--- config.mk ---
export PLATFORM = sky130hd
export DESIGN_NAME = csa_resolve
export DESIGN_NICKNAME = d
export VERILOG_FILES = /design/src/rtl/csa_resolve.sv
export SDC_FILE = /design/constraint.sdc
export NUM_CORES = 1
export LEC_CHECK = 0
export BUFFER_PORTS_ARGS = -buffer_cell sky130_fd_sc_hd__buf_4
export CORE_MARGIN = 2
export CORE_UTILIZATION = 40
export DETAILED_ROUTE_END_ITERATION = 8
export PLACE_DENSITY = 0.72
export SYNTH_ARGS = -nofsm -noshare
export SYNTH_HDL_FRONTEND = slang
export SYNTH_SLANG_ARGS = --single-unit
--- constraint.sdc ---
create_clock -name clk -period 8.05 [get_ports clk]
set_clock_uncertainty 0.15 [all_clocks]
set_input_delay 1.61 -clock clk [delete_from_list [all_inputs] [get_ports clk]]
set_output_delay 1.61 -clock clk [all_outputs]
set_load 0.01 [all_outputs]
--- src/rtl/csa_resolve.sv ---
`default_nettype none
// ============================================================================
// Module   : csa_resolve
// Purpose  : Sequential carry-propagate resolver for a carry-save pair.
//            Returns (ps + (pc << 1)) mod 2^N. The add is done CHUNK bits per
//            cycle, and a registered carry passes between chunks.
//            cout reports any overflow at or above bit N.
// Ports    : clk, rst        - clock, synchronous active-high reset
//            in_valid/ready  - operand handshake (ps, pc)
//            ps [N-1:0]      - partial sum vector
//            pc [N-1:0]      - partial carry vector (bit i has weight 2^(i+1))
//            out_valid/ready - result handshake (sum, cout)
//            sum [N-1:0]     - resolved low N bits
//            cout            - 1 when the true value is >= 2^N
// Revision : 1.0 - initial release
// ============================================================================
module csa_resolve #(
    parameter int N     = 64,
    parameter int CHUNK = 16
) (
    input  logic         clk,
    input  logic         rst,
    input  logic         in_valid,
    output logic         in_ready,
    input  logic [N-1:0] ps,
    input  logic [N-1:0] pc,
    output logic         out_valid,
    input  logic         out_ready,
    output logic [N-1:0] sum,
    output logic         cout
);

    localparam int K  = N / CHUNK;
    localparam int KW = (K > 1) ? $clog2(K) : 1;
    localparam logic [KW-1:0] c_K_LAST = KW'(K - 1);

    typedef enum logic [1:0] {
        S_IDLE = 2'd0,
        S_RUN  = 2'd1,
        S_DONE = 2'd2
    } state_t;

    state_t          r_state;
    state_t          w_next;

    logic [N-1:0]    r_ps;
    logic [N-1:0]    r_pc;      // pc already shifted into its true weight
    logic            r_hi;      // pc[N-1], which lands at bit N after the shift
    logic            r_carry;
    logic [KW-1:0]   r_k;
    logic [N-1:0]    r_sum;
    logic            r_cout;

    logic            w_accept;
    logic            w_last;
    logic [CHUNK-1:0] w_a;
    logic [CHUNK-1:0] w_b;
    logic [CHUNK:0]  w_add;

    assign in_ready  = (r_state == S_IDLE) && !rst;
    assign out_valid = (r_state == S_DONE);
    assign sum       = r_sum;
    assign cout      = r_cout;

    assign w_accept  = in_valid && in_ready;
    assign w_last    = (r_k == c_K_LAST);

    // One CHUNK-wide adder. The carry chain never spans more than one chunk.
    assign w_a   = r_ps[r_k*CHUNK +: CHUNK];
    assign w_b   = r_pc[r_k*CHUNK +: CHUNK];
    assign w_add = {1'b0, w_a} + {1'b0, w_b} + {{CHUNK{1'b0}}, r_carry};

    always_comb begin
        w_next = r_state;
        case (r_state)
            S_IDLE:  if (in_valid) w_next = S_RUN;
            S_RUN:   if (w_last)   w_next = S_DONE;
            S_DONE:  if (out_ready) w_next = S_IDLE;
            default: w_next = S_IDLE;
        endcase
    end

    // The operand latches carry no reset: they are loaded at every accept
    // and are never observed before that.
    always_ff @(posedge clk) begin
        if (w_accept) begin
            r_ps <= ps;
            r_pc <= {pc[N-2:0], 1'b0};
            r_hi <= pc[N-1];
        end
    end

    always_ff @(posedge clk) begin
        if (rst) begin
            r_state <= S_IDLE;
            r_k     <= '0;
            r_carry <= 1'b0;
            r_sum   <= '0;
            r_cout  <= 1'b0;
        end else begin
            r_state <= w_next;
            if (w_accept) begin
                r_carry <= 1'b0;
                r_k     <= '0;
            end else if (r_state == S_RUN) begin
                r_sum[r_k*CHUNK +: CHUNK] <= w_add[CHUNK-1:0];
                r_carry <= w_add[CHUNK];
                if (w_last) begin
                    // The shifted-out pc MSB alone already means the value
                    // is at least 2^N.
                    r_cout <= w_add[CHUNK] | r_hi;
                end else begin
                    r_k <= r_k + KW'(1);
                end
            end
        end
    end

endmodule
`default_nettype wire

==> flow_summary_export.csv <==
group,metric,value,unit
status,status,"completed",
critical_path,r2r_end,"cout",
critical_path,cpMaxStageDelayCell,"dfxtp_2",
floorplanning,coreArea,19300,um^2
hold_path,min_to,"sum[55]",
floorplanning,pin_count,199,
layout,antenna_cells,0,
synth,synth_nets,664,
cts,tritoncts,"done",
sta,hold_violations,0,
sta,worst_pin_slew,1.13,ns
layout,final_util,0.527,
sta,min_period_over_period,0.528,
cts,post_cts_resized,0,
synth,syn_inst,509,
critical_path,slowest_delay,0.76,ns
hold_path,holdCritPathClass,"flop to flop",
drt,drtAntennaViolNets,0,
pwr,p_leak,0.00391,uW
drt,drcViolationCount,0,
floorplanning,row_count,51,
critical_path,rrSetupSlack,3.80,ns
critical_path,path_cells,"buf_4 -> mux4_2 -> fa_1 -> fa_1 -> a21o_2 -> a31o_1 -> a21oi_4 -> nor4_1 -> a211oi_1 -> a211oi_1",
sta,slew_headroom,0.241,
critical_path,cp_num_buf_inv,1,
critical_path,start_kind,"flop",
pwr,power_density,226,nW/um^2
placed_design,dp_hpwl,13500,um
floorplanning,fp.dieW,144,um
floorplanning,die_h,144,um
layout,drive_gt1_frac,0.383,
critical_path,crit_path_start,"r_k[0]",
synth,yosys_most_used_dff,"edfxtp_1",
cts,clockBufferDepth,2,
cts,cts_setup_buffers,0,
critical_path,endpoint_kind,"flop",
placed_design,gp_congestion,0.866,
drt,vias,5143,
global_route,grt_max_degree,84,
drt,via_per_inst,5.22,
synth,synth_edf_count,128,
flow_run,maxCapViolations,0,
critical_path,critPathMaxFanout,22,
layout,layout_commonest_cell,"buf_4",
sta,fin_setup_tns,0,ns
synth,async_reset_ff_frac,0,
sta,holdWs,0.322,ns
cts,cts_root_buf,"clkbuf_16",
floorplanning,dieArea,20700,um^2
synth,ys_types,54,
drt,routed_wirelength,18100,um
critical_path,timing.rr.start,"r_k[0]",
cts,cts_buffers,17,
cts,clock_sinks,198,
synth,syn_avg_cell_area,15.4,um^2
sta,finalCriticalPeriod,4.25,ns
sta,clock.fmax,235,MHz
cts,hold_buffers,0,
critical_path,worstRegToRegCells,10,
global_route,grt_pass1_vias,5224,
cts,clk_latency,0.43,ns
layout,nets,862,
sta,setup_viol,0,
hold_path,whs_path_depth,2,
cts,clkTransAtPathRegs,0.07,ns
global_route,grt-ovfl-total,0,
sta,rsz0062_at_grt,"false",
layout,final_cell_mix,"200 x buf_4, 128 x edfxtp_1, 68 x dfxtp_1",
sta,slew_viol_final,0,
floorplanning,floorplan.initialDensity,0.405,
critical_path,crit_arrival,4.40,ns
critical_path,crit_type,"flop to flop",
synth,yosysSeqAreaShare,0.670,
hold_path,hold_start,"sum[55]",
drt,dr.pass1.iters,4,
global_route,antenna_found_initial,0,
global_route,grt_pass1_wl,27400,um
synth,ys_seq_elements,198,
drt,drt_iter0_markers,327,
critical_path,critPathRequiredTime,8.20,ns
global_route,grt_usage,0.177,
synth,synth_area,7830,um^2
cts,cts.htree.levels,4,
layout,synthToLayoutAreaGrowth,30.1,%
placed_design,io_buffers,198,
synth,ys_warn_count,0,
critical_path,cp_top_family,"compound AO/OA/AOI/OAI gates",
drt,wl_per_cell,18.4,um
pwr,vdd.ir_drop.worst,0.162,mV
-- power by group --
part           switching (uW)  leakage (uW)  total [uW]  internal [uW]
sequential               17.9       0.00175        1140           1120
clock                     365      0.000303         867            502
combinational             163       0.00185         296            133
-- synth_stat cells (2+ instances only) --
cell type | count | share of area
or3_1 | 3 | 0.0024
inv_1 | 10 | 0.0048
edfxtp_1 | 128 | 0.49
a211oi_1 | 4 | 0.0038
nor3_1 | 4 | 0.0026
o21ai_0 | 20 | 0.013
fa_1 | 2 | 0.0051
a22o_2 | 2 | 0.0026
xor2_1 | 6 | 0.0067
dfxtp_1 | 70 | 0.18
nor4_1 | 2 | 0.0016
nand2b_1 | 4 | 0.0032
a21o_1 | 4 | 0.0038
buf_2 | 4 | 0.0026
mux2i_1 | 2 | 0.0026
xnor2_1 | 7 | 0.0078
a22o_1 | 30 | 0.034
o211ai_1 | 2 | 0.0019
nand2_1 | 26 | 0.012
clkbuf_1 | 14 | 0.0067
a22oi_1 | 20 | 0.019
nor2b_1 | 2 | 0.0016
nor2_1 | 34 | 0.016
mux4_2 | 31 | 0.089
a21oi_1 | 20 | 0.013
ha_1 | 21 | 0.034
a2111oi_0 | 2 | 0.0022
nor4_2 | 2 | 0.0032
a211o_1 | 2 | 0.0022
nand3_1 | 6 | 0.0038
clkbuf_2 | 2 | 0.0013
-- worst max-delay path by stage --
stage               slack, ns  cells past startpoint        to
global placement         3.78                     10   r_carry
global route             3.48                     10   sum[10]
detailed placement       3.70                      4  r_pc[16]
floorplan                2.10                      4      r_hi
CTS                      3.70                     10      cout
finish                   3.80                     10      cout
-- metrics by stage --
stage / worst slack, ns / cells / power (uW) / area [um^2]
global placement: 3.78 / 953 / 1450 / 9570
finish: 3.80 / 985 / 2300 / 10200
floorplan: 2.10 / 509 / 1340 / 7830
CTS: 3.70 / 985 / 2320 / 10200
global route: 3.48 / 985 / 2390 / 10200
detailed placement: 3.70 / 953 / 1460 / 9570
-- worst min-delay path, cell delays in order, from the launching register on --
cell,delay [ns]
dfxtp_1,0.34
nand2_1,0.05
o21ai_0,0.06
-- area by class of cell --
cell class                      instances  area, um^2
Fill cell                            1573        9150
Multi-Input combinational cell        280        2450
Clock inverter                          8        80.1
Inverter                               10        37.5
Sequential cell                       198        5250
Tap cell                              265         332
Clock buffer                           24         536
Timing Repair Buffer                  200        1500
-- flip-flops by register name, summed over array words and instances, names as in the netlist --
name     count
r_pc        63
r_carry      1
cout         1
r_k          2
r_ps        64
sum         64
r_state      2
r_hi         1
-- routing by layer --
layer  global-route usage  wire (um)  part of all wire
met1                0.226       7680              0.42
met2                0.296       8930              0.49
met3               0.0453       1300             0.071
met4               0.0578        213             0.012
met5                    0          0                 0
-- cells by family (layout without fill, tap and decap cells) --
logic type / count (synthesis) / in the layout / synth area share
flops: 198 / 198 / 0.670
compound gates: 120 / 120 / 0.112
simple gates: 90 / 90 / 0.0539
mux: 33 / 33 / 0.0918
buf+inv: 31 / 242 / 0.0168
fa+ha+maj: 23 / 23 / 0.0387
xor+xnor: 14 / 14 / 0.0166
Note: power is estimated with default switching activity, not from simulation.
